`src/rtl/prog_loader.sv`:
```
// Program loader for the SIC-4 core: streams bytes into instruction memory,
// verifies an 8-bit additive checksum, then releases the CPU.
module prog_loader (
  input  logic       clk,
  input  logic       rst_n,
  input  logic       start,
  input  logic       in_valid,
  input  logic [7:0] in_data,
  input  logic       in_last,
  output logic       in_ready,
  output logic       imem_we,
  output logic [7:0] imem_addr,
  output logic [7:0] imem_wdata,
  output logic       cpu_run,
  output logic       busy,
  output logic       error,
  output logic [7:0] byte_count
);

  typedef enum logic [2:0] {IDLE, LOAD, CHECK, RUN, ERR} state_t;

  state_t     state;
  logic [7:0] addr;
  logic [7:0] sum;
  logic       xfer;

  // busy is exactly the "LOAD or CHECK" condition, so it doubles as ready.
  assign in_ready   = busy;
  assign xfer       = in_valid & in_ready;
  assign imem_we    = xfer & (state == LOAD);
  assign imem_addr  = addr;
  assign imem_wdata = in_data;
  // The write address and the byte count advance in lockstep and wrap together.
  assign byte_count = addr;

  always_ff @(posedge clk or negedge rst_n) begin
    if (!rst_n) begin
      state   <= IDLE;
      addr    <= '0;
      sum     <= '0;
      busy    <= 1'b0;
      error   <= 1'b0;
      cpu_run <= 1'b0;
    end else begin
      case (state)
        IDLE, RUN, ERR: begin
          if (start) begin
            state   <= LOAD;
            addr    <= '0;
            sum     <= '0;
            busy    <= 1'b1;
            error   <= 1'b0;
            cpu_run <= 1'b0;
          end
        end
        LOAD: begin
          if (xfer) begin
            addr <= addr + 8'd1;
            sum  <= sum + in_data;
            if (in_last) begin
              state <= CHECK;
            end else if (addr == 8'hFF) begin
              state <= ERR;
              busy  <= 1'b0;
              error <= 1'b1;
            end
          end
        end
        CHECK: begin
          if (xfer) begin
            busy <= 1'b0;
            if (in_data == sum) begin
              state   <= RUN;
              cpu_run <= 1'b1;
            end else begin
              state <= ERR;
              error <= 1'b1;
            end
          end
        end
        default: begin
          state   <= IDLE;
          busy    <= 1'b0;
          error   <= 1'b0;
          cpu_run <= 1'b0;
        end
      endcase
    end
  end

endmodule

```
`config.mk`:
```
export PLATFORM = sky130hd
export DESIGN_NAME = prog_loader
export DESIGN_NICKNAME = d
export VERILOG_FILES = /design/src/rtl/prog_loader.sv
export SDC_FILE = /design/constraint.sdc
export NUM_CORES = 1
export LEC_CHECK = 0
export BUFFER_PORTS_ARGS = -buffer_cell sky130_fd_sc_hd__buf_2
export CAP_MARGIN = 5
export CORE_MARGIN = 4
export CORE_UTILIZATION = 52
export DETAILED_ROUTE_END_ITERATION = 8
export GPL_ROUTABILITY_DRIVEN = 1
export PLACE_DENSITY = 0.77
export SYNTH_ARGS = -nofsm -noshare
export SYNTH_HDL_FRONTEND = slang
export SYNTH_SLANG_ARGS = --single-unit
```
`constraint.sdc`:
```
create_clock -name clk -period 2.65 [get_ports clk]
set_clock_uncertainty 0.15 [all_clocks]
set_input_delay 0.265 -clock clk [delete_from_list [all_inputs] [get_ports clk]]
set_output_delay 0.265 -clock clk [all_outputs]
set_load 0.01 [all_outputs]
```
**After elaboration in Yosys (flattened, before gate mapping)**

Cells that the tools add are included.

- $add $sub $neg: 2
- Reductions and logical operators: 8
- Multiplexer cells: 28
- Eq/ne operators: 14
- Bitwise gates (word level): 3

Operators by type and width:

| kind | count |
|---|---|
| $pmux 8 s2 | 2 |
| $mux 8 | 3 |
| $mux 3 | 6 |
| $mux 1 | 13 |
| $ne 2x2->1 const B | 6 |
| $pmux 1 s3 | 3 |
| $pmux 3 s3 | 1 |
| $add 8x1->8 const B | 1 |
| $add 8x8->8 | 1 |
| $eq 8x8->1 | 1 |
| $eq 8x8->1 const B | 1 |
| $reduce_and 4->1 | 2 |
| $eq 3x2->1 const B | 2 |
| $reduce_and 6->1 | 1 |
| $reduce_and 5->1 | 1 |
| $eq 3x1->1 const B | 1 |
| $eq 3x3->1 const B | 1 |
| $logic_not 3->1 | 1 |
| $ne 3x2->1 const B | 1 |
| $reduce_and 3->1 | 1 |
| $reduce_or 3->1 | 1 |
| $and 1x1->1 | 2 |
| $ne 2x1->1 const B | 1 |
| $reduce_bool 2->1 | 1 |
| $not 1->1 | 1 |

- Word-level logic and storage cells: 61
- Bits of input ports: 13
- Bits in registers: 22

**Logic depth before layout (Yosys ltp)**

Gate-level depths: netlist (run 1).

- Word-level depth: 5
- Gate-level depth with buffers: 8
- Gate-level depth less buffers: 7

**Worst setup path after synthesis (run 1)**

OpenSTA, ideal clock, no wires.

- Path kind: reg2reg
- From: reg sum[1]
- To: reg sum[7]
- Setup slack: 634 ps
- Clock period less this slack: 2016 ps
- Data arrival time: 1742 ps
- Cell stages (with the launch flop): 7
- Cell sequence: dfrtp_1 > ha_1 > a211o_1 > a211oi_1 > o211ai_1 > and3_1 > a211o_2

- Cells in the longest elaborated chain, start to end: 3

RTL lines:

| what | line | source |
|---|---|---|
| start: declaration | 24 | `logic [7:0] sum;` |
| start signal: assignment | 59 | `sum <= sum + in_data;` |
| $add 8x8->8 | 59 |  |
| $mux 8 | 57 | `if (xfer) begin` |
| $pmux 8 s2 | 45 | `case (state)` |

Every way passes these cells. The select of a mux whose other input is x is not followed.
A chain may end at the register's enable or synchronous reset.

**Worst setup path after layout (run 1)**

- From: reg state[0]
- To: out imem_we

- Cells in the longest elaborated chain, start to end: 2

RTL lines:

| what | line | source |
|---|---|---|
| start: declaration | 22 | `state_t state;` |
| start signal: assignment | 38 | `state <= IDLE;` |
| start signal: assignment | 48 | `state <= LOAD;` |
| start signal: assignment | 61 | `state <= CHECK;` |
| $eq 3x1->1 | 30 | `assign imem_we = xfer & (state == LOAD);` |
| $and 1x1->1 | 30 |  |
| end: declaration | 11 | `output logic imem_we,` |

Every way passes these cells.

==> results.py, run 1 <==
metrics = {
    "power": {
        "power_frac_comb_pct": 52.4,
        "internal_power_mw": 0.905,
        "ir_worst_vdd_v": 0.000460,
        "leakagePower_nw": 0.925,
        "power.share.clock_pct": 12.3,
        "seqPwrFrac_pct": 35.3,
        "powerDensity_nw_per_um2": 923,
        "p_sw_mw": 0.699,
        "p_total_mw": 1.60,
        "switching_share_pct": 43.6,
    },
    "clock_network": {
        "post_cts_buffers": 0,
        "h-tree-depth": 1,
        "cts_sinks": 22,
        "cts_resized": 0,
        "postCtsHoldBufs": 1,
        "clockBufferDepth": 2,
        "clk_latency_ps": 320,
        "cts.clk_slew.worst_paths_ps": 130,
        "cts_buffers": 3,
        "root_buffer": "clkbuf_4",
        "tritoncts": "yes",
    },
    "timing": {
        "hold_viol_final": 0,
        "final.setup.tns_ps": 0,
        "grt_setup_unrepaired": "false",
        "fin_crit_sh_pct": 84.6,
        "tightest_slew_ps": 694,
        "setup_viol": 0,
        "period_needed_ps": 2240,
        "max_slew_margin_pct": 53.5,
        "fmax_mhz": 446,
        "drv_slew": 0,
    },
    "routing": {
        "wl_per_cell_microns": 15.1,
        "viasPerCell": 5.80,
        "first_pass_iters": 4,
        "vias": 1328,
        "wirelength_microns": 3460,
        "route.detailed.drc": 0,
        "first_iter_violations": 66,
        "postRouteAntennaNets": 0,
    },
    "yosys": {
        "synth_common_cells": "dfrtp_1 (22), buf_4 (18), nand2_1 (14)",
        "syn-mean-instance-area_sq_um": 9.23,
        "ys_top_cells_by_area": "dfrtp_1 (34%), buf_4 (8.5%), ha_1 (6.3%)",
        "synth-edff-count": 0,
        "yosys.area.top_type_share_pct": 34.5,
        "yosys_warnings": 0,
        "yosysTopAreaCell": "dfrtp_1",
        "synth_flop_cell": "dfrtp_1",
        "synth-seq-cells": 22,
        "synth_area_sq_um": 1600,
        "async_reset_ff_share_pct": 100,
        "yosysMostFrequentCell": "dfrtp_1",
        "synthDistinctLibCells": 47,
        "synth.net_count": 195,
        "synth_seq_area_share_pct": 34.5,
        "netlist_instances": 173,
    },
    "hold_path": {
        "hold_class": "primary input to register",
    },
    "global_routing": {
        "grt_use_met3_pct": 2.84,
        "grt_max_degree": 23,
        "met1_usage_pct": 22.0,
        "use_met2_pct": 32.9,
        "grt_pass1_vias": 1329,
        "grt-ovfl-total": 0,
        "grt_antenna_before_repair": 0,
        "grt.total_usage_pct": 18.3,
        "grt_pass1_wl_microns": 5950,
        "grt_busiest_layer": "met2",
    },
    "layout": {
        "fin_nets": 221,
        "drive_above_1_share_pct": 27.3,
        "postLayoutCoreUtil_pct": 60.9,
        "syn2layout_area_growth_pct": 8.78,
        "n_antenna_cell": 0,
    },
    "worst_setup_path": {
        "path_class": "register to primary output",
        "slowest_delay_ps": 560,
        "end_kind": "primary output",
        "crit_chain": "nor3b_1 -> nand3_2 -> inv_1 -> buf_2",
        "startpoint_type": "register",
        "crit_fanout": 13,
        "required_ps": 2240,
        "slowest_stage": "dfrtp_1",
        "cp.arrival_ps": 1830,
    },
    "floorplanning": {
        "die_y_microns": 63.4,
        "dieArea_sq_um": 4020,
        "initial_utilization_pct": 56.0,
        "num_rows": 19,
        "die_w_microns": 63.4,
        "core_area_sq_um": 2850,
        "pin_count": 42,
    },
    "outcome": {
        "status": "finished, final reports clean",
    },
    "placement": {
        "globalplace.congestion": 0.857,
        "dp_hpwl_microns": 2630,
        "io_buffers": 41,
    },
    "run": {
        "timing.max_cap.violations": 0,
    },
}
[path summary, 6_finish.rpt]
check	start	to	slack [ps]	cells after the start
min in group asynchronous	rst_n	byte_count[0]$_DFFE_PN0P_	270	2
max in group asynchronous	rst_n	state[2]$_DFFE_PN0P_	1740	2
hold reg to reg	error$_DFFE_PN0P_	error$_DFFE_PN0P_	360	1
setup / recovery	state[0]$_DFFE_PN0P_	imem_we	410	4
setup reg to reg	sum[1]$_DFFE_PN0P_	sum[7]$_DFFE_PN0P_	500	6
hold / removal	in_last	state[1]$_DFFE_PN0P_	170	3
[per-layer routing]
metal,vias up,share of wire (%)
met5,-,0
met1,626,44
met2,41,49
met3,5,5.1
met4,0,1.4
li1,656,-
[layout by cell type (no fill, tap or decap), types with 2 or more instances in the layout]
| master | Yosys | routed |
|---|---|---|
| and3_1 | 2 | 2 |
| a211o_1 | 3 | 3 |
| nand3_1 | 3 | 3 |
| nor2_1 | 13 | 13 |
| nor4_1 | 2 | 2 |
| o2111ai_1 | 2 | 2 |
| o211ai_1 | 4 | 4 |
| inv_1 | 4 | 4 |
| clkbuf_4 | 0 | 3 |
| a21oi_1 | 9 | 9 |
| buf_2 | 3 | 41 |
| xor2_1 | 8 | 8 |
| nand2_1 | 14 | 14 |
| xnor2_1 | 3 | 3 |
| a21boi_0 | 2 | 2 |
| nand2b_1 | 3 | 3 |
| or2_2 | 2 | 2 |
| a21o_1 | 4 | 4 |
| dfrtp_1 | 22 | 22 |
| buf_4 | 18 | 2 |
| o21ai_0 | 10 | 10 |
| a22o_1 | 4 | 4 |
| ha_1 | 8 | 8 |
| nor2b_1 | 2 | 2 |
| nor3b_1 | 3 | 3 |
| nand3b_1 | 2 | 2 |
| and4_1 | 2 | 2 |
[worst max-delay path: cells and delay by family (launching register included)]
kind          cells  cell delay, ps
buf+inv           2             370
flops             1             560
simple gates      2             570
[registers in the layout (all words and copies together), names as in the netlist]
name,cells
busy,1
byte_count,8
cpu_run,1
error,1
state,3
sum,8
[cell type report]
class                   instances  area, sq um
fillers                       244         1120
multi-input cells             124          866
flip-flops and latches         22          551
repair buffers                 44          230
well taps                      31         38.8
clock buffers                   4         36.3
inverters                       4         15.0
[through the flow]
stage | setup WS [ps] | instances | area (sq um) | hold slack, ps
global route | 203 | 229 | 1740 | 181
CTS | 406 | 229 | 1740 | 169
global placement | 578 | 224 | 1690 | 113
detailed placement | 516 | 224 | 1690 | 115
floorplan | 634 | 173 | 1600 | -181
finish | 408 | 229 | 1740 | 168
[power groups by stage]
stage	clock network, mW	registers (mW)	logic (mW)
finish	0.197	0.567	0.840
global route	0.220	0.585	0.946
CTS	0.198	0.566	0.843
detailed placement	0	0.574	0.836
global placement	0	0.558	0.817
floorplan	0	0.520	0.712
[logic make-up after synthesis]
kind of cell / Yosys count / synth area share (%)
AOI/OAI and AO/OA: 48 / 21.7
xor gates and xnor gates: 11 / 6.03
and+or+nand+nor: 55 / 18.3
buffers and inverters: 27 / 11.3
muxes: 1 / 0.627
DFF: 22 / 34.5
adders and majority gates: 9 / 7.52
No activity file was read; power rests on OpenSTA's default activity.
==> run 2: changes to the inputs <==
--- a/config.mk
+++ b/config.mk
@@ -8,10 +8,10 @@
 export BUFFER_PORTS_ARGS = -buffer_cell sky130_fd_sc_hd__buf_2
 export CAP_MARGIN = 5
 export CORE_MARGIN = 4
-export CORE_UTILIZATION = 52
+export CORE_UTILIZATION = 47
 export DETAILED_ROUTE_END_ITERATION = 8
 export GPL_ROUTABILITY_DRIVEN = 1
-export PLACE_DENSITY = 0.77
+export PLACE_DENSITY = 0.73
 export SYNTH_ARGS = -nofsm -noshare
 export SYNTH_HDL_FRONTEND = slang
 export SYNTH_SLANG_ARGS = --single-unit
==> constraint.sdc (replaced) <==
create_clock -name clk -period 1.9 [get_ports clk]
set_clock_uncertainty 0.15 [all_clocks]
set_input_delay 0.19 -clock clk [delete_from_list [all_inputs] [get_ports clk]]
set_output_delay 0.19 -clock clk [all_outputs]
set_load 0.01 [all_outputs]
==> run 2 against run 1 <==
  * The run now ends with setup timing left
  * Register-to-register slack got worse by 600 ps
  * Clock-buffer cell count unchanged
  * First-iteration DRC count increased by 17%
  * Global-route usage is 0.58 points lower
  * Power is 65% higher
  * Combinational power increased by 90%
  * Critical path depth rose by 2
  * Die area is 9.3% higher
  * Final cell count is 16% higher
  * Sequential share of layout area decreased by 4.4 points
==> results.py, run 2 (same netlist as run 1, synthesis figures left out) <==
metrics = {
    "clock_network": {
        "root_buffer": "clkbuf_4",
        "tritoncts": "yes",
        "h-tree-depth": 1,
        "clockBufferDepth": 2,
        "cts.clk_slew.worst_paths_ps": 130,
        "cts_buffers": 3,
        "cts_sinks": 22,
        "clk_latency_ps": 320,
    },
    "global_routing": {
        "grt_pass1_wl_microns": 6110,
        "grt_max_degree": 23,
        "grt-ovfl-total": 0,
        "grt.total_usage_pct": 17.7,
        "grt_antenna_before_repair": 0,
        "grt_pass1_vias": 1386,
    },
    "timing": {
        "hold_viol_final": 0,
        "fmax_mhz": 500,
        "setup_viol": 5,
        "period_needed_ps": 2000,
        "drv_slew": 0,
        "max_slew_margin_pct": 66.3,
        "setup_slack_ps": -98.9,
        "grt_setup_unrepaired": "true",
        "fin_crit_sh_pct": 105,
        "tightest_slew_ps": 506,
    },
    "floorplanning": {
        "die_y_microns": 66.3,
        "core_area_sq_um": 3150,
        "die_w_microns": 66.3,
        "num_rows": 20,
        "dieArea_sq_um": 4390,
        "initial_utilization_pct": 50.6,
        "pin_count": 42,
    },
    "placement": {
        "post_dp_cell_area_sq_um": 1900,
        "dp_slack_ps": -110,
        "globalplace.congestion": 0.824,
        "io_buffers": 41,
        "dp_hpwl_microns": 2860,
        "placed_cells": 257,
    },
    "power": {
        "ir_worst_vdd_v": 0.000570,
        "internal_power_mw": 1.56,
        "seqPwrFrac_pct": 29.5,
        "leakagePower_nw": 1.04,
        "powerDensity_nw_per_um2": 1300,
        "power.share.clock_pct": 10.1,
        "power_frac_comb_pct": 60.4,
        "p_sw_mw": 1.08,
        "p_total_mw": 2.64,
        "switching_share_pct": 41.0,
    },
    "routing": {
        "wirelength_microns": 3840,
        "postRouteAntennaNets": 0,
        "wl_per_cell_microns": 14.4,
        "viasPerCell": 5.46,
        "first_iter_violations": 77,
        "vias": 1452,
        "first_pass_iters": 4,
        "route.detailed.drc": 0,
    },
    "worst_setup_path": {
        "required_ps": 1970,
        "rrSetupSlack_ps": -100,
        "crit_fanout": 4,
        "crit_end": "sum[7]$_DFFE_PN0P_",
        "r2r-end": "sum[7]$_DFFE_PN0P_",
        "startpoint_type": "register",
        "r2r_start": "sum[4]$_DFFE_PN0P_",
        "cp.arrival_ps": 2070,
        "worstSetupStartpoint": "sum[4]$_DFFE_PN0P_",
        "end_kind": "register",
        "r2r_cells": 6,
        "path_class": "register to register",
    },
    "layout": {
        "drive_above_1_share_pct": 41.4,
        "syn2layout_area_growth_pct": 27.1,
        "fill_cells": 277,
        "final_cell_mix": "buf_2 (41), buf_4 (24), dfrtp_1 (19), nand2_1 (14), nor2_1 (12)",
        "fin_nets": 245,
        "n_antenna_cell": 0,
        "final_common_cell": "buf_2",
        "postLayoutCoreUtil_pct": 64.4,
        "fin_cells": 266,
        "design_area_sq_um": 2030,
    },
    "outcome": {
        "violations": "setup timing",
        "status": "finished with violations",
    },
    "run": {
        "timing.max_cap.violations": 0,
    },
    "hold_path": {
        "hold_class": "primary input to register",
    },
}
## run 2: changes by cell type in the layout (fill, tap and decap cells not counted), sizes merged
| cell | change |
|---|---|
| buf | +24 |
## run 2: what timing repair did
item                                    in CTS  in global routing
hold buffers                                 1                  0
pin swaps                                    6                  3
endpoints found under the hold margin       22                  0
gates resized for setup                      5                  9
buffers inserted                             1                  3
endpoints found under the setup margin       6                 16
## run 2: power groups by stage
stage                     Clock (mW)  Combinational (mW)  Sequential, mW
after floorplan                    0                1.03           0.732
after CTS                      0.274                1.49           0.780
after global routing           0.298                1.75           0.808
after detailed placement           0                1.45           0.777
final                          0.266                1.60           0.778
after global placement             0                1.42           0.765
## run 2: worst min-delay path by stage
stage	startpoint	end	slack, ps	cells after the start
6_report	in_last	state[1]$_DFFE_PN0P_	110	3
3_5_place_dp	rst_n	byte_count[5]$_DFFE_PN0P_	40	1
3_3_place_gp	rst_n	byte_count[1]$_DFFE_PN0P_	40	1
5_1_grt	in_last	state[1]$_DFFE_PN0P_	110	3
4_1_cts	in_last	state[1]$_DFFE_PN0P_	110	3
2_1_floorplan	rst_n	busy$_DFFE_PN0P_	-260	0
## run 2: cell type report
| class | instances | area, sq um | area share (%) |
|---|---|---|---|
| Tap cell | 44 | 55.1 | 2.71 |
| Multi-Input combinational cell | 124 | 951 | 46.9 |
| Inverter | 4 | 15.0 | 0.740 |
| Sequential cell | 22 | 554 | 27.3 |
| Timing Repair Buffer | 68 | 418 | 20.6 |
| Clock buffer | 4 | 36.3 | 1.79 |
## run 2: through the flow
| stage | setup TNS [ps] | hold WS [ps] |
|---|---|---|
| after global placement | -82.6 | 37.9 |
| after floorplan | -30.7 | -256 |
| after global routing | -899 | 109 |
| after CTS | -207 | 110 |
| final | -186 | 111 |
| after detailed placement | -261 | 41.3 |
## run 2: critical path, stage by stage (launching register included)
cell and delay, ps:
dfrtp_1 430, ha_4 300, o211a_1 170, nand2_1 90
a221o_1 320, and3_1 180, a211o_2 260
## run 2: per-layer routing
layer	share of wire [%]	vias to the layer above	GRT usage, %
met3	7.1	4	2.72
met4	0.65	0	3.81
met1	41	694	21.9
met5	0	-	0
met2	51	51	32.1
li1	-	703	-
==> run 3: changes to the inputs <==
--- a/config.mk
+++ b/config.mk
@@ -7,7 +7,6 @@
 export LEC_CHECK = 0
 export BUFFER_PORTS_ARGS = -buffer_cell sky130_fd_sc_hd__buf_2
 export CAP_MARGIN = 5
-export CORE_MARGIN = 4
 export CORE_UTILIZATION = 47
 export DETAILED_ROUTE_END_ITERATION = 8
 export GPL_ROUTABILITY_DRIVEN = 1
==> run 3 against run 2 <==
  * Largest power group unchanged
  * Critical path depth did not move
  * The flow still finishes with violations (setup timing)
  * Die area decreased by 17%
  * Power is 3.4% higher
  * Critical endpoint unchanged
==> results.py, run 3 (same netlist as run 1, synthesis figures left out) <==
metrics = {
    "worst_setup_path": {
        "cp.arrival_ps": 2080,
        "crit_fanout": 4,
        "crit_chain": "ha_4 -> o211a_1 -> nand2_1 -> a221o_1 -> and3_1 -> a211o_2",
        "slowest_delay_ps": 440,
        "crit_buf_inv": 0,
        "slowest_stage": "dfrtp_1",
        "required_ps": 1970,
        "path_class": "register to register",
        "startpoint_type": "register",
        "path_delay_family": "compound AO/OA/AOI/OAI gates",
        "end_kind": "register",
    },
    "timing": {
        "max_slew_margin_pct": 65.1,
        "period_needed_ps": 2010,
        "fmax_mhz": 497,
        "fin_crit_sh_pct": 106,
        "grt_setup_unrepaired": "true",
        "tightest_slew_ps": 523,
        "hold_viol_final": 0,
        "drv_slew": 0,
        "setup_slack_ps": -111,
        "final.setup.tns_ps": -181,
        "setup_viol": 3,
    },
    "floorplanning": {
        "core_area_sq_um": 3130,
        "die_y_microns": 60.3,
        "num_rows": 20,
        "initial_utilization_pct": 51.0,
        "pin_count": 42,
        "die_w_microns": 60.3,
        "dieArea_sq_um": 3630,
    },
    "layout": {
        "design_area_sq_um": 2030,
        "drive_above_1_share_pct": 40.3,
        "fin_nets": 244,
        "final_common_cell": "buf_2",
        "syn2layout_area_growth_pct": 27.0,
        "final_cell_mix": "buf_2 (41), buf_4 (25), dfrtp_1 (20), nand2_1 (14), nor2_1 (13)",
        "n_antenna_cell": 0,
        "fill_cells": 268,
    },
    "placement": {
        "dp_hpwl_microns": 2800,
        "post_dp_cell_area_sq_um": 1900,
        "globalplace.congestion": 0.880,
        "io_buffers": 41,
    },
    "clock_network": {
        "tritoncts": "yes",
        "cts_sinks": 22,
        "clk_latency_ps": 320,
        "root_buffer": "clkbuf_4",
        "cts_buffers": 3,
        "clockBufferDepth": 2,
        "cts.clk_slew.worst_paths_ps": 150,
        "h-tree-depth": 1,
    },
    "global_routing": {
        "grt_max_degree": 23,
        "grt_antenna_before_repair": 0,
        "grt_pass1_wl_microns": 6090,
        "grt_pass1_vias": 1350,
        "grt-ovfl-total": 0,
        "grt.total_usage_pct": 22.3,
    },
    "routing": {
        "viasPerCell": 5.52,
        "first_iter_violations": 79,
        "wl_per_cell_microns": 14.4,
        "wirelength_microns": 3820,
        "route.detailed.drc": 0,
        "vias": 1464,
        "postRouteAntennaNets": 0,
        "first_pass_iters": 4,
    },
    "power": {
        "leakagePower_nw": 1.04,
        "ir_worst_vdd_v": 0.000584,
        "p_total_mw": 2.73,
        "powerDensity_nw_per_um2": 1350,
    },
    "hold_path": {
        "hold_class": "primary input to register",
    },
    "run": {
        "timing.max_cap.violations": 0,
    },
    "outcome": {
        "status": "finished with violations",
        "violations": "setup timing",
    },
}
## run 3: area by class of cell
class                           instances  area [sq um]  share of cell area (%)
Clock buffer                            3          22.5                    1.11
Clock inverter                          1          30.0                    1.48
Inverter                                4          15.0                   0.741
Multi-Input combinational cell        124           948                    46.8
Sequential cell                        22           553                    27.3
Tap cell                               44          55.1                    2.72
Timing Repair Buffer                   67           403                    19.9
## run 3: repair_timing
item | 4_1_cts | 5_1_grt
setup buffers | 1 | 2
endpoints found under the hold margin | 22 | 0
cloned | 0 | 0
hold buffers | 1 | 0
pin swaps | 9 | 1
endpoints found under the setup margin | 6 | 10
resized for setup | 6 | 2
## run 3: metal layers
metal / vias up / GRT usage (%) / part of all wire, %
li1: 704 / - / -
met1: 709 / 28.1 / 42
met2: 45 / 39.4 / 53
met3: 6 / 2.60 / 4.2
met4: 0 / 6.31 / 1.4
met5: - / 0 / 0
## run 3: path summary, 6_finish.rpt
kind,cells after the start,slack [ps],from,endpoint
worst max-delay path,6,-110,sum[4]$_DFFE_PN0P_,sum[7]$_DFFE_PN0P_
worst min-delay path,3,80,in_last,state[1]$_DFFE_PN0P_
worst max register to register,6,-110,sum[4]$_DFFE_PN0P_,sum[7]$_DFFE_PN0P_
worst min register to register,2,350,sum[5]$_DFFE_PN0P_,sum[5]$_DFFE_PN0P_
max in group asynchronous,2,1000,rst_n,state[0]$_DFFE_PN0P_
min in group asynchronous,2,210,rst_n,byte_count[4]$_DFFE_PN0P_
## run 3: per-stage QoR
step | setup slack (ps) | utilization (%) | hold WS (ps) | std cells
floorplan | -30.7 | - | -256 | 173
global placement | -50.5 | 60.6 | 43.1 | 257
detailed placement | -76.2 | 60.6 | 47.5 | 257
CTS | -77.2 | 64.2 | 69.8 | 263
global route | -170 | 64.8 | 103 | 265
finish | -111 | 64.8 | 84.7 | 265
## run 3: power breakdown
group | total, mW | internal (mW) | switching [mW]
logic | 1.57 | 0.808 | 0.767
registers | 0.784 | 0.610 | 0.174
clock network | 0.372 | 0.213 | 0.159
total | 2.73 | 1.63 | 1.10
## run 3: worst reg2reg max path, delay by kind of cell (launching register included)
kind                     cells  cell delay, ps
flip-flops                   1             440
adder cells (fa/ha/maj)      1             300
AND/OR/NAND/NOR              2             260
AO/OA/AOI/OAI                3             770
